--- config.mk ---
export PLATFORM = sky130hd
export DESIGN_NAME = frame_source_mux_flat
export DESIGN_NICKNAME = d
export VERILOG_FILES = /design/src/rtl/frame_mux_pkg.sv /design/src/rtl/frame_source_mux_if.sv /design/src/rtl/frame_mux_req_pipe.sv /design/src/rtl/frame_source_mux.sv /design/src/flat_wrapper.sv
export SDC_FILE = /design/constraint.sdc
export NUM_CORES = 1
export LEC_CHECK = 0
export CORE_UTILIZATION = 38
export DETAILED_ROUTE_END_ITERATION = 6
export PLACE_DENSITY = 0.87
export SETUP_SLACK_MARGIN = 0.3
export SYNTH_ARGS = -nofsm -noshare
export SYNTH_HDL_FRONTEND = slang
export SYNTH_HIERARCHICAL = 1
export SYNTH_SLANG_ARGS = --single-unit
--- constraint.sdc ---
create_clock -name clk -period 2.2 [get_ports clk]
set_input_delay 0.22 -clock clk [delete_from_list [all_inputs] [get_ports clk]]
set_output_delay 0.22 -clock clk [all_outputs]
set_load 0.005 [all_outputs]
--- src/rtl/frame_mux_pkg.sv ---
// frame_mux_pkg: shared helpers, request-pipeline entry type and blank-pixel default for frame_source_mux
package frame_mux_pkg;

    localparam int TAG_W = 3;
    localparam logic [63:0] BLANK_DEFAULT = '1;

    typedef struct packed {
        logic             valid;
        logic [TAG_W-1:0] tag;
        logic             blank;
    } pipe_entry_t;

    function automatic int sel_width(input int n);
        return (n < 2) ? 1 : $clog2(n);
    endfunction

endpackage

--- src/rtl/frame_source_mux_if.sv ---
// frame_source_mux_if: display request, channel select and RAM port signals of frame_source_mux
interface frame_source_mux_if
    import frame_mux_pkg::*;
#(
    parameter int NUM_CH = 2,
    parameter int ADDR_W = 19,
    parameter int DATA_W = 8
);
    localparam int SEL_W = sel_width(NUM_CH);

    logic                     frame_start;
    logic                     disp_req;
    logic [ADDR_W-1:0]        disp_addr;
    logic [11:0]              pix_x;
    logic [SEL_W-1:0]         sel;
    logic [NUM_CH-1:0]        ch_ready;
    logic [NUM_CH*ADDR_W-1:0] eng_addr;
    logic [NUM_CH*ADDR_W-1:0] bram_addr;
    logic [NUM_CH*DATA_W-1:0] bram_dout;
    logic [DATA_W-1:0]        pix_out;
    logic                     pix_valid;
    logic [SEL_W-1:0]         active_ch;
    logic                     sel_err;

    modport master (
        output frame_start, disp_req, disp_addr, pix_x, sel, ch_ready, eng_addr, bram_dout,
        input  bram_addr, pix_out, pix_valid, active_ch, sel_err
    );

    modport slave (
        input  frame_start, disp_req, disp_addr, pix_x, sel, ch_ready, eng_addr, bram_dout,
        output bram_addr, pix_out, pix_valid, active_ch, sel_err
    );

endinterface

--- src/rtl/frame_mux_req_pipe.sv ---
// frame_mux_req_pipe: DEPTH-stage delay line of request entries with synchronous clear
module frame_mux_req_pipe
    import frame_mux_pkg::*;
#(
    parameter int DEPTH = 2
) (
    input  logic        clk,
    input  logic        rst,
    input  pipe_entry_t din,
    output pipe_entry_t dout
);

    pipe_entry_t stage_q [DEPTH];
    pipe_entry_t stage_d [DEPTH];

    // Shift entries one stage per cycle
    always_comb begin
        stage_d[0] = din;
        for (int k = 1; k < DEPTH; k++) stage_d[k] = stage_q[k-1];
    end

    // Stage registers; reset drops every in-flight request
    always_ff @(posedge clk) begin
        for (int k = 0; k < DEPTH; k++) stage_q[k] <= rst ? '0 : stage_d[k];
    end

    assign dout = stage_q[DEPTH-1];

endmodule

--- src/rtl/frame_source_mux.sv ---
// frame_source_mux: per-frame display channel selector with RAM port arbitration and read-data alignment.
// Optional: define SPLIT_VIEW_EN for split-screen compare (columns left of SPLIT_COL show channel 0).
module frame_source_mux
    import frame_mux_pkg::*;
#(
    parameter int                NUM_CH    = 2,
    parameter int                ADDR_W    = 19,
    parameter int                DATA_W    = 8,
    parameter int                RD_LAT    = 1,
    parameter logic [DATA_W-1:0] BLANK_VAL = BLANK_DEFAULT[DATA_W-1:0],
    parameter int                SPLIT_COL = 320
) (
    input logic               clk,
    input logic               rst,
    frame_source_mux_if.slave bus
);

    localparam int SEL_W = sel_width(NUM_CH);

    logic [SEL_W-1:0]         active_ch_q, active_ch_d, req_ch;
    logic                     sel_ok, sel_err_q, sel_err_d;
    logic [NUM_CH*ADDR_W-1:0] bram_addr_q, bram_addr_d;
    logic [DATA_W-1:0]        pix_out_q, pix_out_d, dout_sel;
    logic                     pix_valid_q, pix_valid_d;
    pipe_entry_t              req_in, req_out;

    assign sel_ok = int'(bus.sel) < NUM_CH;

`ifndef SPLIT_VIEW_EN
    logic unused_pix_x;
    assign unused_pix_x = ^bus.pix_x;
`endif

    // Latch the channel at frame start; a request in the same cycle sees the new channel via bypass
    always_comb begin
        active_ch_d = (bus.frame_start && sel_ok) ? bus.sel : active_ch_q;
        sel_err_d   = bus.frame_start && !sel_ok;
`ifdef SPLIT_VIEW_EN
        req_ch = (int'(bus.pix_x) < SPLIT_COL) ? '0 : (active_ch_d == '0) ? SEL_W'(1) : active_ch_d;
`else
        req_ch = active_ch_d;
`endif
        req_in.valid = bus.disp_req;
        req_in.tag   = TAG_W'(req_ch);
        req_in.blank = !bus.ch_ready[req_ch];
    end

    // Each RAM port belongs to its engine until that channel's processing is complete
    always_comb begin
        bram_addr_d = '0;
        for (int i = 0; i < NUM_CH; i++)
            bram_addr_d[i*ADDR_W +: ADDR_W] = bus.ch_ready[i] ? bus.disp_addr : bus.eng_addr[i*ADDR_W +: ADDR_W];
    end

    frame_mux_req_pipe #(.DEPTH(RD_LAT + 1)) u_pipe (
        .clk  (clk),
        .rst  (rst),
        .din  (req_in),
        .dout (req_out)
    );

    // Pick the tagged channel's read data as it arrives; hold the pixel between requests
    always_comb begin
        dout_sel = '0;
        for (int i = 0; i < NUM_CH; i++)
            if (req_out.tag == TAG_W'(i)) dout_sel = bus.bram_dout[i*DATA_W +: DATA_W];
        pix_valid_d = req_out.valid;
        pix_out_d   = !req_out.valid ? pix_out_q : req_out.blank ? BLANK_VAL : dout_sel;
    end

    // Output and control registers
    always_ff @(posedge clk) begin
        if (rst) begin
            active_ch_q <= '0;
            sel_err_q   <= 1'b0;
            bram_addr_q <= '0;
            pix_out_q   <= BLANK_VAL;
            pix_valid_q <= 1'b0;
        end else begin
            active_ch_q <= active_ch_d;
            sel_err_q   <= sel_err_d;
            bram_addr_q <= bram_addr_d;
            pix_out_q   <= pix_out_d;
            pix_valid_q <= pix_valid_d;
        end
    end

    assign bus.bram_addr = bram_addr_q;
    assign bus.pix_out   = pix_out_q;
    assign bus.pix_valid = pix_valid_q;
    assign bus.active_ch = active_ch_q;
    assign bus.sel_err   = sel_err_q;

endmodule
--- src/flat_wrapper.sv ---
// flat-port wrapper written by rule: the top's interface ports become plain ports
module frame_source_mux_flat import frame_mux_pkg::*;
#(
    parameter int                NUM_CH    = 2,
    parameter int                ADDR_W    = 19,
    parameter int                DATA_W    = 8,
    parameter int                RD_LAT    = 1,
    parameter logic [DATA_W-1:0] BLANK_VAL = BLANK_DEFAULT[DATA_W-1:0],
    parameter int                SPLIT_COL = 320
)
  (clk, rst, bus_frame_start, bus_disp_req, bus_disp_addr, bus_pix_x, bus_sel, bus_ch_ready, bus_eng_addr, bus_bram_dout, bus_bram_addr, bus_pix_out, bus_pix_valid, bus_active_ch, bus_sel_err);
  frame_source_mux_if #(.NUM_CH(NUM_CH), .ADDR_W(ADDR_W), .DATA_W(DATA_W)) bus_i ();
  input logic clk;
  input logic rst;
  input wire logic [$bits(bus_i.frame_start)-1:0] bus_frame_start;
  input wire logic [$bits(bus_i.disp_req)-1:0] bus_disp_req;
  input wire logic [$bits(bus_i.disp_addr)-1:0] bus_disp_addr;
  input wire logic [$bits(bus_i.pix_x)-1:0] bus_pix_x;
  input wire logic [$bits(bus_i.sel)-1:0] bus_sel;
  input wire logic [$bits(bus_i.ch_ready)-1:0] bus_ch_ready;
  input wire logic [$bits(bus_i.eng_addr)-1:0] bus_eng_addr;
  input wire logic [$bits(bus_i.bram_dout)-1:0] bus_bram_dout;
  output wire logic [$bits(bus_i.bram_addr)-1:0] bus_bram_addr;
  output wire logic [$bits(bus_i.pix_out)-1:0] bus_pix_out;
  output wire logic [$bits(bus_i.pix_valid)-1:0] bus_pix_valid;
  output wire logic [$bits(bus_i.active_ch)-1:0] bus_active_ch;
  output wire logic [$bits(bus_i.sel_err)-1:0] bus_sel_err;
  assign bus_i.frame_start = bus_frame_start;
  assign bus_i.disp_req = bus_disp_req;
  assign bus_i.disp_addr = bus_disp_addr;
  assign bus_i.pix_x = bus_pix_x;
  assign bus_i.sel = bus_sel;
  assign bus_i.ch_ready = bus_ch_ready;
  assign bus_i.eng_addr = bus_eng_addr;
  assign bus_i.bram_dout = bus_bram_dout;
  assign bus_bram_addr = bus_i.bram_addr;
  assign bus_pix_out = bus_i.pix_out;
  assign bus_pix_valid = bus_i.pix_valid;
  assign bus_active_ch = bus_i.active_ch;
  assign bus_sel_err = bus_i.sel_err;
  frame_source_mux #(.NUM_CH(NUM_CH), .ADDR_W(ADDR_W), .DATA_W(DATA_W), .RD_LAT(RD_LAT), .BLANK_VAL(BLANK_VAL), .SPLIT_COL(SPLIT_COL)) u_core (.clk(clk), .rst(rst), .bus(bus_i));
endmodule
==> impl_metrics.tcl <==
set metrics [dict create \
    port_buffers 127 \
    min_path_cells 1 \
    power_frac_comb_pct 16.3 \
    synthArstFlopShare_pct 0 \
    min_from "u_core/u_pipe/stage_q[0][0]" \
    syn_to_final_growth_pct 71.7 \
    design.die.area_um2 5860 \
    power_density_nw_per_um2 701 \
    dieWidth_um 76.6 \
    synth_most_common_cell "dfxtp_1" \
    yosys_most_used_dff "dfxtp_1" \
    synth_common_cells "dfxtp_1 (58), mux2i_1 (48), nor2_1 (39)" \
    root_buffer "clkbuf_8" \
    crit_fanout 1 \
    hp-class "reg2reg" \
    ctsHoldBuffers 0 \
    finalSetupViolCount 0 \
    ant_nets 0 \
    grt_antenna_before_repair 0 \
    min_period_over_period_pct 63.1 \
    finalSetupTns_ns 0 \
    swShare_pct 21.3 \
    clock_sinks 58 \
    grt_pass1_vias 1820 \
    syn_area_per_cell_um2 11.2 \
    timing.final.crit_period_ns 1.39 \
    grt_max_degree 52 \
    leakage_nw 1.55 \
    worst_slack_ns 0.812 \
    critPathKind "reg2out" \
    p_clk_share_pct 39.0 \
    p_seq_share_pct 44.7 \
    irDropWorstVdd_mv 0.387 \
    yosysSeqAreaShare_pct 55.0 \
    slew_viol_final 0 \
    synthDistinctLibCells 14 \
    fmax_mhz 720 \
    initial_utilization_pct 40.3 \
    relSlewSlack_pct 39.8 \
    rsz0062_at_grt "no" \
    cp.required_ns 1.98 \
    ys_ff_latch 58 \
    worstHoldEndpoint "u_core/u_pipe/stage_q[0][5]" \
    vias 1766 \
    finClkSkew_ns 0.00699 \
    ff2ff_setup_slack_ns 1.01 \
    wire_per_inst_um 13.3 \
    cts.repair.resized 0 \
    row_count 26 \
    drv_cap 0 \
    worst_setup_path_end_kind "primary output" \
    power.switching_uw 541 \
    numCtsBuffers 9 \
    synth.top_cell.area_share_pct 55.0 \
    ys_top_cells_by_area "dfxtp_1 (55%), mux2i_1 (23%), nor2_1 (6.9%)" \
    num-fill-cells 397 \
    worst_slew_pin_slew_ns 0.903 \
    die_y_um 76.6 \
    critPathBufInv 1 \
    crit_slowest_cell "clkdlybuf4s50_1" \
    r2r_cells 2 \
    clk_pin_slew_ns 0.06 \
    vias_per_cell 4.49 \
    hold_violations 0 \
    overflow 0 \
    crit_chain "clkdlybuf4s50_1" \
    drive_above_1_share_pct 8.36 \
    synth_top_area_cell "dfxtp_1" \
    place_ws_ns 0.670 \
    num-nets-final 411 \
    cp-start-kind "flip-flop" \
    synth_edf_count 0 \
    track_usage_pct 18.8 \
    crit_family "buffers and inverters" \
    cts_htree_levels 3 \
    synth_cells 189 \
    drt_iter0_drc 21 \
    syn-cell-area_um2 2110 \
    diodes 0 \
    cell_internal_pwr_mw 2.00 \
    cp.arrival_ns 1.17 \
    cts_max_path_buffers 2 \
    status "finished clean" \
    fp.coreArea_um2 5240 \
    wl_mm 5.25 \
    post_cts_buffers 0 \
    yosys_warnings 6 \
    first_pass_iters 4 \
    route.detailed.drc 0 \
    place_congestion 0.690 \
    worst_r2r_endpoint "u_core/bus.pix_out[0]" \
    slowest_delay_ns 0.51 \
    cts_tree "done" \
    grt_pass1_wl_mm 8.35 \
    clock_latency_ns 0.32 \
    r2r-start "u_core/u_pipe/stage_q[0][9]" \
    io_pins 141 \
]
-- flip-flops by register name (all words and copies together) (netlist names) --
name and flops:
u_core/bus.pix_valid 1, u_core/bus.bram_addr 38, u_core/bus.active_ch 1, u_core/u_pipe/stage_q 10, u_core/bus.pix_out 8
-- per-stage QoR --
stage | util (%) | area [um^2] | hold slack, ns | total power [mW] | instances
6_report | 69.3 | 3630 | 0.437 | 2.54 | 393
5_1_grt | 69.3 | 3630 | 0.458 | 2.65 | 393
4_1_cts | 69.3 | 3630 | 0.437 | 2.56 | 393
3_5_place_dp | 65.4 | 3420 | 0.422 | 1.58 | 378
3_3_place_gp | 65.4 | 3420 | 0.418 | 1.57 | 378
2_1_floorplan | - | 2120 | 0.292 | 1.30 | 191
-- final cells by class --
type / instances / area, um^2 / area share (%)
clock buffers: 13 / 169 / 4.66
multi-input cells: 111 / 852 / 23.5
repair buffers: 130 / 1290 / 35.5
well taps: 70 / 87.6 / 2.41
clock inverters: 2 / 35.0 / 0.966
flip-flops and latches: 58 / 1160 / 32.0
inverters: 9 / 33.8 / 0.931
-- worst max-delay path by stage --
stage	from	endpoint	cells after the start
after CTS	u_core/bus.bram_addr[18]	bus_bram_addr[18]	1
after detailed placement	bus_ch_ready[0]	u_core/bus.bram_addr[7]	4
final	u_core/bus.bram_addr[22]	bus_bram_addr[22]	1
after global routing	u_core/bus.bram_addr[6]	bus_bram_addr[6]	1
after global placement	bus_ch_ready[1]	u_core/bus.bram_addr[36]	4
after floorplan	u_core/u_pipe/stage_q[0][9]	u_core/bus.pix_out[0]	3
-- power by group through the flow --
stage	combinational [mW]	sequential (mW)	clock, mW
3_5_place_dp	0.415	1.16	0
6_report	0.414	1.14	0.991
5_1_grt	0.445	1.14	1.07
3_3_place_gp	0.407	1.16	0
4_1_cts	0.417	1.14	1.01
2_1_floorplan	0.134	1.16	0
-- kinds of logic (layout without fill, tap and decap cells) --
family                 Yosys count  in the layout  share of synthesized area [%]
AO/OA/AOI/OAI                    9              9                           6.46
buffers and inverters           22            154                           5.03
flip-flops                      58             58                           55.0
multiplexers                    48             48                           22.7
other                            1              3                          0.178
AND/OR/NAND/NOR                 51             51                           10.6
-- per-layer routing --
layer | global-route usage (%) | up-vias | part of all wire [%]
met1 | 19.4 | 791 | 38
met4 | 6.92 | 0 | 0.92
met5 | 0 | - | 0
li1 | - | 881 | -
met3 | 10.8 | 5 | 12
met2 | 31.7 | 89 | 49
-- layout by cell type (no fill, tap or decap) --
master             n
nor2b_1           11
mux2i_1           48
a21oi_4            1
o221ai_2           8
buf_4              3
dfxtp_1           58
conb_1             3
clkdlybuf4s50_1  126
bufinv_16          1
clkbuf_1           1
buf_2              1
clkinv_2           1
nor2_1            39
inv_1              9
or3b_1             1
clkbuf_8          12
No activity file was read; power rests on OpenSTA's default activity.
